`src/rtl/williams2_input_cond.sv`:
```
// Input conditioning for the williams2 core: synchronise and debounce the player inputs,
// resolve opposing directions, and shape coin presses into queued fixed-width pulses.
module williams2_input_cond #(
  parameter int unsigned DEBOUNCE_CYCLES   = 12000,
  parameter int unsigned COIN_PULSE_CYCLES = 600000,
  parameter int unsigned COIN_GAP_CYCLES   = 600000,
  parameter int unsigned COIN_QUEUE_MAX    = 3
) (
  input  logic       clock_12,
  input  logic       reset,
  input  logic [7:0] joy_in,
  input  logic [2:0] svc_in,
  output logic       btn_right,
  output logic       btn_left,
  output logic       btn_down,
  output logic       btn_up,
  output logic       btn_trigger,
  output logic       btn_start_1,
  output logic       btn_start_2,
  output logic       btn_coin,
  output logic       btn_auto_up,
  output logic       btn_advance,
  output logic       btn_high_score_reset,
  output logic [1:0] coin_pending
);

  localparam int unsigned NUM_IN  = 8;
  localparam int unsigned CNT_W   = $clog2(DEBOUNCE_CYCLES + 1);
  localparam int unsigned TMR_MAX = (COIN_PULSE_CYCLES > COIN_GAP_CYCLES) ?
                                    COIN_PULSE_CYCLES : COIN_GAP_CYCLES;
  localparam int unsigned TMR_W   = $clog2(TMR_MAX + 1);

  localparam logic [CNT_W-1:0] CNT_LAST   = CNT_W'(DEBOUNCE_CYCLES - 1);
  localparam logic [TMR_W-1:0] PULSE_LOAD = TMR_W'(COIN_PULSE_CYCLES - 1);
  localparam logic [TMR_W-1:0] GAP_LOAD   = TMR_W'(COIN_GAP_CYCLES - 1);
  localparam logic [1:0]       QMAX       = 2'(COIN_QUEUE_MAX);

  typedef enum logic [1:0] {
    IDLE  = 2'd0,
    PULSE = 2'd1,
    GAP   = 2'd2
  } coin_state_e;

  logic [NUM_IN-1:0] sync1_q, sync2_q;
  logic [2:0]        svc1_q, svc2_q;
  logic [NUM_IN-1:0] db_q, db_d;
  logic [CNT_W-1:0]  cnt_q [NUM_IN];
  logic [CNT_W-1:0]  cnt_d [NUM_IN];
  logic [6:0]        btn_q, btn_d;
  logic              coin_prev_q;
  logic              coin_rise;
  logic [1:0]        pending_q, pending_d;
  coin_state_e       state_q, state_d;
  logic [TMR_W-1:0]  tmr_q, tmr_d;
  logic              dequeue;
  logic              coin_q;

  // Two-flop synchronisers for player and service inputs.
  always_ff @(posedge clock_12 or posedge reset) begin
    if (reset) begin
      sync1_q <= '0;
      sync2_q <= '0;
      svc1_q  <= '0;
      svc2_q  <= '0;
    end else begin
      sync1_q <= joy_in;
      sync2_q <= sync1_q;
      svc1_q  <= svc_in;
      svc2_q  <= svc1_q;
    end
  end

  // Per-bit debounce: a change is accepted after DEBOUNCE_CYCLES consecutive differing cycles.
  always_comb begin
    db_d = db_q;
    for (int i = 0; i < NUM_IN; i++) begin
      cnt_d[i] = '0;
      if (sync2_q[i] != db_q[i]) begin
        if (cnt_q[i] == CNT_LAST) begin
          db_d[i] = sync2_q[i];
        end else begin
          cnt_d[i] = cnt_q[i] + CNT_W'(1);
        end
      end
    end
  end

  always_ff @(posedge clock_12 or posedge reset) begin
    if (reset) begin
      db_q <= '0;
      for (int i = 0; i < NUM_IN; i++) begin
        cnt_q[i] <= '0;
      end
    end else begin
      db_q <= db_d;
      for (int i = 0; i < NUM_IN; i++) begin
        cnt_q[i] <= cnt_d[i];
      end
    end
  end

  // Opposing directions cancel each other out.
  always_comb begin
    btn_d      = db_q[6:0];
    btn_d[0]   = db_q[0] & ~db_q[1];
    btn_d[1]   = db_q[1] & ~db_q[0];
    btn_d[2]   = db_q[2] & ~db_q[3];
    btn_d[3]   = db_q[3] & ~db_q[2];
  end

  assign coin_rise = db_q[7] & ~coin_prev_q;

  // Coin pulse sequencer; a dequeue can only happen from IDLE.
  always_comb begin
    state_d = state_q;
    tmr_d   = tmr_q;
    dequeue = 1'b0;
    unique case (state_q)
      IDLE: begin
        if (pending_q != 2'd0) begin
          state_d = PULSE;
          tmr_d   = PULSE_LOAD;
          dequeue = 1'b1;
        end
      end
      PULSE: begin
        if (tmr_q == '0) begin
          state_d = GAP;
          tmr_d   = GAP_LOAD;
        end else begin
          tmr_d = tmr_q - TMR_W'(1);
        end
      end
      GAP: begin
        if (tmr_q == '0) begin
          state_d = IDLE;
        end else begin
          tmr_d = tmr_q - TMR_W'(1);
        end
      end
      default: begin
        state_d = IDLE;
        tmr_d   = '0;
      end
    endcase
  end

  // Simultaneous enqueue and dequeue leave the depth unchanged, even when saturated.
  always_comb begin
    pending_d = pending_q;
    if (coin_rise && !dequeue) begin
      if (pending_q != QMAX) begin
        pending_d = pending_q + 2'd1;
      end
    end else if (!coin_rise && dequeue) begin
      pending_d = pending_q - 2'd1;
    end
  end

  always_ff @(posedge clock_12 or posedge reset) begin
    if (reset) begin
      btn_q       <= '0;
      coin_prev_q <= 1'b0;
      pending_q   <= '0;
      state_q     <= IDLE;
      tmr_q       <= '0;
      coin_q      <= 1'b0;
    end else begin
      btn_q       <= btn_d;
      coin_prev_q <= db_q[7];
      pending_q   <= pending_d;
      state_q     <= state_d;
      tmr_q       <= tmr_d;
      coin_q      <= (state_d == PULSE);
    end
  end

  assign btn_right            = btn_q[0];
  assign btn_left             = btn_q[1];
  assign btn_down             = btn_q[2];
  assign btn_up               = btn_q[3];
  assign btn_trigger          = btn_q[4];
  assign btn_start_1          = btn_q[5];
  assign btn_start_2          = btn_q[6];
  assign btn_coin             = coin_q;
  assign btn_auto_up          = svc2_q[0];
  assign btn_advance          = svc2_q[1];
  assign btn_high_score_reset = svc2_q[2];
  assign coin_pending         = pending_q;

endmodule
```
`config.mk`:
```
export PLATFORM = sky130hd
export DESIGN_NAME = williams2_input_cond
export DESIGN_NICKNAME = d
export VERILOG_FILES = /design/src/rtl/williams2_input_cond.sv
export SDC_FILE = /design/constraint.sdc
export NUM_CORES = 1
export LEC_CHECK = 0
export CAP_MARGIN = 40
export CORE_UTILIZATION = 60
export CTS_BUF_LIST = sky130_fd_sc_hd__clkbuf_2 sky130_fd_sc_hd__clkbuf_4 sky130_fd_sc_hd__clkbuf_8
export DETAILED_ROUTE_END_ITERATION = 8
export GPL_TIMING_DRIVEN = 0
export PLACE_DENSITY = 0.84
export SYNTH_ARGS = -nofsm -noshare
export SYNTH_HDL_FRONTEND = slang
export SYNTH_SLANG_ARGS = --single-unit
export TNS_END_PERCENT = 10
```
`constraint.sdc`:
```
create_clock -name clock_12 -period 5.8 [get_ports clock_12]
set_input_delay 0.58 -clock clock_12 [delete_from_list [all_inputs] [get_ports clock_12]]
set_output_delay 0.58 -clock clock_12 [all_outputs]
set_load 0.05 [all_outputs]
```
==> results.md, run 1 <==
- Synth Instances: 806
- Routability cong.: 0.847
- Worst setup SP type: flip-flop
- Vias: 5896
- Layout Cells excl Fill: 1039
- Maximum VDD drop: 0.000148 V
- Final nets: 875
- Layout fillers: 1012
- Vias in the first global route: 5671
- Largest net degree at the start of global routing: 99
- Clock sink count: 175
- Pleak: 4.03 nW
- Gates resized, CTS repair: 0
- Initial Utilization: 0.616
- Worst Skew: 0.00610 ns
- Clock transition at the registers of the reported paths: 0.08 ns
- Register area: 0.00438 mm2
- Chip Height: 119 um
- Total grt overflow: 0
- IO Port Bufs: 25
- CP Max Fanout: 10
- Via density: 5.67
- Setup violators final: 0
- Ys flop type: dfrtp_1
- Die area: 0.0141 mm2
- Asr flop ratio synth: 1.00
- CTS buffer count: 17
- Mean Syn Cell Area: 10.1 um2
- Post-layout min period: 2.39 ns
- Core Region: 0.0132 mm2
- Endpoint type of the worst setup path: flip-flop
- DPL Wire Length: 9900 um
- Fin. Hold Viols: 0
- Clock root buffer: clkbuf_8
- Maximum clock frequency: 419 MHz
- Hold bufs inserted after CTS: 0
- Rel. slew slack: 0.414
- Initial antenna violation count: 0
- Pwr per Cell Area: 236 mW/mm2
- Crit share post-route: 0.411
- Setup Buffers After CTS: 0
- Synth Cell Area: 0.00816 mm2
- Hold WC Path Type: reg2reg
- H-tree depth: 4
- Synth cell types: 61
- Worst slew pin tran: 0.872 ns
- Gr usage total: 0.232
- Maxcap violations: 0
- DR pass1 iterations: 5
- Drt total wl: 14800 um
- CP Class: reg2reg
- Number of synthesized flops with an enable pin: 0
- Share of layout cells above drive strength 1: 0.0776
- Hold slack: 0.348 ns
- Critical Path AT: 2.74 ns
- Fin util: 0.683
- Post-synthesis sequential area ratio: 0.537
- Placed cells: 1009
- Starting DRT DRC Count: 495
- Slew Viols, Final: 0
- Chip width: 119 um
- Routed len/inst: 14.2 um
- Unrepaired setup endpoints after global routing: no
- First-pass GRT wire length: 26100 um
- Clk buf depth: 2
- Ant diodes: 0
- Synth Register Bits: 175
- Layout area overhead: 10.7%
- ANT nets after route: 0
- I/O pin count: 26
- Area of the multi-input gates: 0.00358 mm2
- Synthesis Warnings: 0
- CTS tree: yes
- Status: completed
- DRC: 0
- Worst Path Required: 6.15 ns
- Row Count: 42
- Syn Nets: 829
- Latest clock arrival within the worst-skew pair: 0.46 ns
## stage by stage
stage / TNS (ns) / area [um2] / setup WS (ns) / total power, mW
2_1_floorplan: 0 / 8160 / 0.475 / 1.34
5_1_grt: 0 / 9040 / 3.26 / 2.22
3_3_place_gp: -284.97 / 8630 / -1.64 / 1.37
3_5_place_dp: 0 / 8680 / 3.48 / 1.38
4_1_cts: 0 / 9040 / 3.47 / 2.15
6_report: 0 / 9040 / 3.41 / 2.13
## final cells by class
type,count,share of cell area
Sequential cell,175,0.484
Multi-Input combinational cell,582,0.397
Clock buffer,24,0.0331
Timing Repair Buffer,27,0.0320
Tap cell,176,0.0244
Buffer,26,0.0123
Inverter,23,0.0104
Clock inverter,6,0.00678
## flip-flops by register name, indices dropped and copies added, names as in the netlist
name and cells:
btn_coin 1, btn_q 7, cnt_q 112, coin_pending 2, coin_prev_q 1, db_q 8, state_q 2, svc1_q 3
svc2_q 3, sync1_q 8, sync2_q 8, tmr_q 20
## worst paths after layout
kind / from / endpoint / slack [ns] / cells after the start
worst max-delay path: state_q[1]$_DFF_PP0_ / tmr_q[9]$_DFFE_PP0P_ / 3.41 / 6
worst min-delay path: sync1_q[7]$_DFF_PP0_ / sync2_q[7]$_DFF_PP0_ / 0.35 / 0
worst max register to register: state_q[1]$_DFF_PP0_ / tmr_q[9]$_DFFE_PP0P_ / 3.41 / 6
worst min register to register: sync1_q[7]$_DFF_PP0_ / sync2_q[7]$_DFF_PP0_ / 0.35 / 0
max in group asynchronous: reset / cnt_q[56]$_DFF_PP0_ / 4.40 / 3
min in group asynchronous: reset / cnt_q[106]$_DFF_PP0_ / 0.56 / 2
## layout by cell type (no fill, tap or decap), types with 11 or more instances in the layout
| cell type | instances |
|---|---|
| xor2_1 | 65 |
| o21ai_0 | 17 |
| clkbuf_1 | 21 |
| inv_1 | 22 |
| nor3_1 | 15 |
| and3_1 | 29 |
| xnor2_1 | 42 |
| clkdlybuf4s50_1 | 25 |
| or2_2 | 11 |
| nand2_1 | 48 |
| nand3_1 | 56 |
| clkbuf_8 | 19 |
| nor2_1 | 134 |
| dfrtp_1 | 175 |
| nand4_1 | 30 |
| nor4_1 | 14 |
## cells by family (layout without fill, tap and decap cells)
| kind of cell | count (synthesis) | after routing | share of synthesized area |
|---|---|---|---|
| AND/OR/NAND/NOR | 389 | 389 | 0.241 |
| buffers and inverters | 49 | 106 | 0.0242 |
| AO/OA/AOI/OAI | 67 | 67 | 0.0563 |
| XOR/XNOR | 107 | 107 | 0.115 |
| flip-flops | 175 | 175 | 0.537 |
| multiplexers | 9 | 9 | 0.0123 |
| adder cells (fa/ha/maj) | 10 | 10 | 0.0153 |
## critical path, stage by stage, from the launching register on
cell and delay, ns:
dfrtp_1 0.37, clkbuf_1 0.21, nor4_1 0.81, clkdlybuf4s15_2 0.37, a21oi_2 0.08, buf_2 0.22, a32o_1 0.23
## report_power, final
group | switching, mW | total [mW] | internal [mW]
logic | 0.0567 | 0.0863 | 0.0296
clock network | 0.404 | 0.783 | 0.380
registers | 0.0230 | 1.26 | 1.24
## cell usage after synthesis, types with 2 or more instances
| cell type | count | area (um2) |
|---|---|---|
| o21a_1 | 2 | 15.0 |
| a31oi_1 | 5 | 31.3 |
| a21oi_1 | 10 | 50.1 |
| clkbuf_1 | 21 | 78.8 |
| a311oi_1 | 3 | 26.3 |
| a211oi_1 | 2 | 15.0 |
| a21o_1 | 2 | 15.0 |
| buf_2 | 2 | 10.0 |
| or3_1 | 8 | 50.1 |
| a21boi_0 | 2 | 15.0 |
| o311ai_0 | 3 | 26.3 |
| a22o_1 | 3 | 26.3 |
| mux2_2 | 8 | 90.1 |
| o211ai_1 | 3 | 22.5 |
| a32o_1 | 3 | 30.0 |
| xnor2_1 | 42 | 368 |
| and2_1 | 7 | 43.8 |
| nand3b_1 | 8 | 60.1 |
| nor2_1 | 134 | 503 |
| nor3_1 | 15 | 75.1 |
| xor2_1 | 65 | 569 |
| nand3_1 | 56 | 280 |
| nand2_1 | 48 | 180 |
| and4_1 | 2 | 17.5 |
| dfrtp_1 | 175 | 4380 |
| ha_1 | 10 | 125 |
| o22ai_1 | 3 | 18.8 |
| nand4_1 | 30 | 188 |
| inv_1 | 23 | 86.3 |
| nand2b_1 | 6 | 37.5 |
| or4_1 | 3 | 22.5 |
| o21ai_0 | 17 | 85.1 |
| nor2b_1 | 5 | 31.3 |
| or2_2 | 11 | 68.8 |
| nor3b_1 | 2 | 15.0 |
| and3_1 | 29 | 181 |
| nor4_1 | 14 | 87.6 |
## layer usage
metal,share of wire,up-vias,GRT usage
li1,-,2870,-
met1,0.47,2879,0.323
met2,0.47,138,0.356
met3,0.043,9,0.0613
met4,0.0091,0,0.0783
met5,0,-,0
Note: power is estimated with default switching activity, not from simulation.
==> run 2: changes to the inputs <==
==> constraint.sdc (replaced) <==
create_clock -name clock_12 -period 2.2 [get_ports clock_12]
set_input_delay 0.22 -clock clock_12 [delete_from_list [all_inputs] [get_ports clock_12]]
set_output_delay 0.22 -clock clock_12 [all_outputs]
set_load 0.05 [all_outputs]
==> run 2 against run 1 <==
  * The flow now finishes with violations (negative setup slack)
  * Final area rose by 1.9%
  * Clock power rose to 3.0 times the previous value
  * Non-clock buffer count rose by 2
  * Combinational power rose to 2.8 times the previous value
  * Critical path depth did not move
  * Via count fell by 1.6%
  * Critical endpoint is now tmr_q[3]$_DFFE_PP0P_
  * Sequential power rose to 2.6 times the previous value
  * Critical path type unchanged
==> results.md, run 2 (synthesis results as in run 1) <==
- Fin util: 0.696
- Placed cells: 1013
- Gr usage total: 0.231
- Worst setup SP type: flip-flop
- Setup WS pre-CTS: -0.0798 ns
- H-tree depth: 4
- Starting DRT DRC Count: 385
- Reg2reg start: tmr_q[3]$_DFFE_PP0P_
- Maximum VDD drop: 0.000450 V
- Failing checks: negative setup slack
- DR pass1 iterations: 5
- Endpoint type of the worst setup path: flip-flop
- Largest reg by FF count: cnt_q
- Crit share post-route: 1.01
- Chip width: 119 um
- Top delay family on crit path: simple AND/OR/NAND/NOR gates
- Latest clock arrival within the worst-skew pair: 0.47 ns
- Unrepaired setup endpoints after global routing: yes
- Maximum clock frequency: 449 MHz
- CTS buffer count: 17
- Routed len/inst: 14.2 um
- Worst slew pin tran: 0.739 ns
- Layout area overhead: 12.9%
- Drt total wl: 14800 um
- DPL Wire Length: 10100 um
- Initial antenna violation count: 0
- Clock sink count: 175
- Vias: 5803
- Final worst setup slack: -0.0259 ns
- Setup violators final: 2
- Commonest non-fill, non-tap cell in the layout: dfrtp_1
- HP Start: joy_in[7]
- Slowest stage delay, CP: 0.58 ns
- Setup Buffers After CTS: 0
- Max reg flops: 112
- Ant diodes: 0
- Wire length on met2: 6970 um
- Initial Utilization: 0.616
- DRC: 0
- Metal3 WL: 560 um
- Pleak: 4.10 nW
- Total grt overflow: 0
- ANT nets after route: 0
- Status: finished, violations left
- Worst Path Required: 2.55 ns
- Rel. slew slack: 0.506
- IO Port Bufs: 25
- Clock transition at the registers of the reported paths: 0.08 ns
- Vias in the first global route: 5650
- Post-layout min period: 2.23 ns
- I/O pin count: 26
- Share of layout cells above drive strength 1: 0.0957
- Layout Cells excl Fill: 1043
- First-pass GRT wire length: 26000 um
- Worst Skew: 0.0105 ns
- Setup crit start: tmr_q[3]$_DFFE_PP0P_
- Slew Viols, Final: 0
- Row Count: 42
- Critical path cell sequence: or4_4, nor4_4, buf_6, nand2_4, a311oi_1, nor2_1
- Buf/Inv on CP: 1
- Hold WC Path Type: in2reg
- Critical Path AT: 2.58 ns
- Chip Height: 119 um
- Largest net degree at the start of global routing: 35
- Clk buf depth: 2
- Largest registers: cnt_q (112), tmr_q (20)
- Maxcap violations: 0
- CTS tree: yes
- Pwr per Cell Area: 638 mW/mm2
- Most frequent cells in the layout: dfrtp_1 (174), nor2_1 (134), xor2_1 (65)
- Top Layer Used: met4
- Final nets: 877
- Routability cong.: 0.882
- CP Class: reg2reg
- Fin. Hold Viols: 0
- Core Region: 0.0132 mm2
- Die area: 0.0141 mm2
- WL met1: 6980 um
- Clock root buffer: clkbuf_8
- Hold bufs inserted after CTS: 0
- Via density: 5.56
- CP max stage cell: or4_4
- CP Max Fanout: 10
## run 2: path summary, 6_finish.rpt
path / end / slack, ns / cells past startpoint
worst min register to register: svc2_q[1]$_DFF_PP0_ / 0.35 / 0
worst max register to register: tmr_q[3]$_DFFE_PP0P_ / -0.03 / 6
worst max-delay path: tmr_q[3]$_DFFE_PP0P_ / -0.03 / 6
min in group asynchronous: cnt_q[106]$_DFF_PP0_ / 0.23 / 2
worst min-delay path: sync1_q[7]$_DFF_PP0_ / 0.18 / 1
max in group asynchronous: cnt_q[11]$_DFF_PP0_ / 1.00 / 5
## run 2: stage by stage
step | hold slack, ns | instance area [um2] | TNS (ns) | total power, mW
after CTS | 0.150 | 9190 | -0.00671 | 5.96
after floorplan | 0.251 | 8170 | -45.26 | 3.54
after detailed placement | 0.336 | 8750 | -0.858 | 3.64
after global placement | 0.332 | 8640 | -276.34 | 3.61
after global routing | 0.148 | 9210 | -3.73 | 6.14
final | 0.183 | 9210 | -0.0457 | 5.88
## run 2: power breakdown
part / switching (mW) / total, mW / leakage (nW) / internal [mW]
Sequential: 0.0591 / 3.33 / 2.37 / 3.27
Combinational: 0.151 / 0.243 / 1.50 / 0.0919
Clock: 1.10 / 2.31 / 0.221 / 1.21
## run 2: timing repair
item | in CTS | in global routing
gates cloned | 0 | 0
setup endpoints to repair | 23 | 81
resized for setup | 3 | 8
endpoints found under the hold margin | 0 | 0
## run 2: cell type report
| type | instances | area (um2) |
|---|---|---|
| Sequential cell | 175 | 4380 |
| Fill cell | 1035 | 4030 |
| Multi-Input combinational cell | 582 | 3620 |
| Timing Repair Buffer | 31 | 369 |
| Clock buffer | 25 | 325 |
| Tap cell | 176 | 220 |
| Buffer | 24 | 108 |
| Clock inverter | 7 | 100 |
| Inverter | 23 | 90.1 |
## run 2: layer usage
metal / global-route usage / up-vias
met5: 0 / -
met4: 0.0997 / 0
met3: 0.0463 / 24
met2: 0.362 / 110
met1: 0.313 / 2808
li1: - / 2861
==> run 3: changes to the inputs <==
--- a/config.mk
+++ b/config.mk
@@ -7,9 +7,10 @@
 export LEC_CHECK = 0
 export CAP_MARGIN = 40
 export CORE_UTILIZATION = 60
-export CTS_BUF_LIST = sky130_fd_sc_hd__clkbuf_2 sky130_fd_sc_hd__clkbuf_4 sky130_fd_sc_hd__clkbuf_8
+export CTS_BUF_LIST = sky130_fd_sc_hd__clkbuf_8
 export DETAILED_ROUTE_END_ITERATION = 8
 export GPL_TIMING_DRIVEN = 0
+export HOLD_SLACK_MARGIN = 0.02
 export PLACE_DENSITY = 0.84
 export SYNTH_ARGS = -nofsm -noshare
 export SYNTH_HDL_FRONTEND = slang
==> run 3 against run 2 <==
  * The flow still finishes with violations (negative setup slack)
  * Register-to-register slack hardly changed
  * Combinational power hardly changed
  * Clock power is 2% lower
  * Wire length is 0.16% lower
  * Non-clock buffer count stayed put
  * Sequential power hardly changed
  * Power is 0.93% lower
  * Utilization is 0.085 points lower
  * Critical path type unchanged
==> results.md, run 3 (synthesis results as in run 1) <==
- Chip Height: 119 um
- Crit share post-route: 1.01
- Clk buf depth: 2
- Initial Utilization: 0.616
- H-tree depth: 4
- Drt total wl: 14800 um
- First-pass GRT wire length: 25900 um
- Total grt overflow: 0
- Die area: 0.0141 mm2
- Largest net degree at the start of global routing: 35
- Layout area overhead: 12.7%
- Failing checks: negative setup slack
- Core Region: 0.0132 mm2
- Pleak: 4.10 nW
- Chip width: 119 um
- Rel. slew slack: 0.506
- Pwr per Cell Area: 633 mW/mm2
- Fin. Hold Viols: 0
- IO Port Bufs: 25
- Status: finished, violations left
- Routed len/inst: 14.2 um
- Commonest non-fill, non-tap cell in the layout: dfrtp_1
- Most frequent cells in the layout: dfrtp_1 (174), nor2_1 (134), xor2_1 (65)
- DR pass1 iterations: 5
- Final worst setup slack: -0.0203 ns
- DRC: 0
- Via density: 5.59
- Clock sink count: 175
- ANT nets after route: 0
- Worst setup SP type: flip-flop
- Worst Path Required: 2.55 ns
- Hold slack: 0.185 ns
- Latest clock arrival within the worst-skew pair: 0.47 ns
- Clock root buffer: clkbuf_8
- Hold bufs inserted after CTS: 0
- Unrepaired setup endpoints after global routing: yes
- Worst slew pin tran: 0.739 ns
- Largest registers: cnt_q (112), tmr_q (20)
- Gates resized, CTS repair: 3
- Gr usage total: 0.231
- Setup Buffers After CTS: 0
- Hold WC Path Type: in2reg
- Routability cong.: 0.882
- Setup violators final: 2
- Starting DRT DRC Count: 374
- Critical Path AT: 2.57 ns
- Ant diodes: 0
- I/O pin count: 26
- Share of layout cells above drive strength 1: 0.0923
- Slew Viols, Final: 0
- CP Max Fanout: 10
- CTS buffer count: 17
- Vias: 5830
- Final nets: 877
- Row Count: 42
- Maximum clock frequency: 450 MHz
- Maximum VDD drop: 0.000450 V
- Endpoint type of the worst setup path: flip-flop
- CP Class: reg2reg
- Worst Skew: 0.00995 ns
- Largest reg by FF count: cnt_q
- DPL Wire Length: 10100 um
- TNS Setup: -0.0380 ns
- Max reg flops: 112
- Vias in the first global route: 5639
- CTS tree: yes
- Initial antenna violation count: 0
- Clock transition at the registers of the reported paths: 0.09 ns
- Maxcap violations: 0
- Post-layout min period: 2.22 ns
## run 3: area by class of cell
type	instances	area [um2]
Inverter	23	90.1
Buffer	24	108
Timing Repair Buffer	31	369
Tap cell	176	220
Fill cell	1039	4040
Clock inverter	10	111
Multi-Input combinational cell	582	3620
Clock buffer	22	303
Sequential cell	175	4380
## run 3: per-layer routing
| layer | share of wire | vias up | wire (um) | track usage |
|---|---|---|---|---|
| met4 | 0.018 | 0 | 271 | 0.0981 |
| met5 | 0 | - | 0 | 0 |
| met2 | 0.47 | 107 | 7010 | 0.363 |
| met1 | 0.47 | 2845 | 6970 | 0.313 |
| li1 | - | 2857 | - | - |
| met3 | 0.036 | 21 | 533 | 0.0458 |
## run 3: worst max-delay path, cell delays in order, from the launching register on
cell and delay, ns:
dfrtp_2 0.47, or4_4 0.58, nor4_4 0.35, buf_6 0.21, nand2_4 0.12, a311oi_1 0.30
nor2_1 0.07
## run 3: power breakdown
part / switching, mW / internal, mW / leakage, nW
logic: 0.151 / 0.0919 / 1.50
clock network: 1.10 / 1.16 / 0.223
registers: 0.0591 / 3.27 / 2.37
## run 3: path summary, 6_finish.rpt
kind	end	startpoint	cells after the start	slack [ns]
hold reg to reg	svc2_q[1]$_DFF_PP0_	svc1_q[1]$_DFF_PP0_	0	0.35
hold / removal	sync1_q[6]$_DFF_PP0_	joy_in[6]	1	0.18
setup reg to reg	tmr_q[3]$_DFFE_PP0P_	tmr_q[3]$_DFFE_PP0P_	6	-0.02
min in group asynchronous	cnt_q[106]$_DFF_PP0_	reset	2	0.23
setup / recovery	tmr_q[3]$_DFFE_PP0P_	tmr_q[3]$_DFFE_PP0P_	6	-0.02
max in group asynchronous	cnt_q[11]$_DFF_PP0_	reset	5	1.00
## run 3: metrics by stage
step | total power, mW | setup WS (ns) | std cells | cell area (um2) | utilization
finish | 5.83 | -0.0203 | 1043 | 9200 | 0.695
floorplan | 3.54 | -0.259 | 806 | 8170 | -
detailed placement | 3.64 | -0.0798 | 1013 | 8750 | 0.661
CTS | 5.91 | -0.00671 | 1044 | 9170 | 0.693
global placement | 3.61 | -1.58 | 1007 | 8640 | 0.652
global route | 6.08 | -0.162 | 1043 | 9200 | 0.695
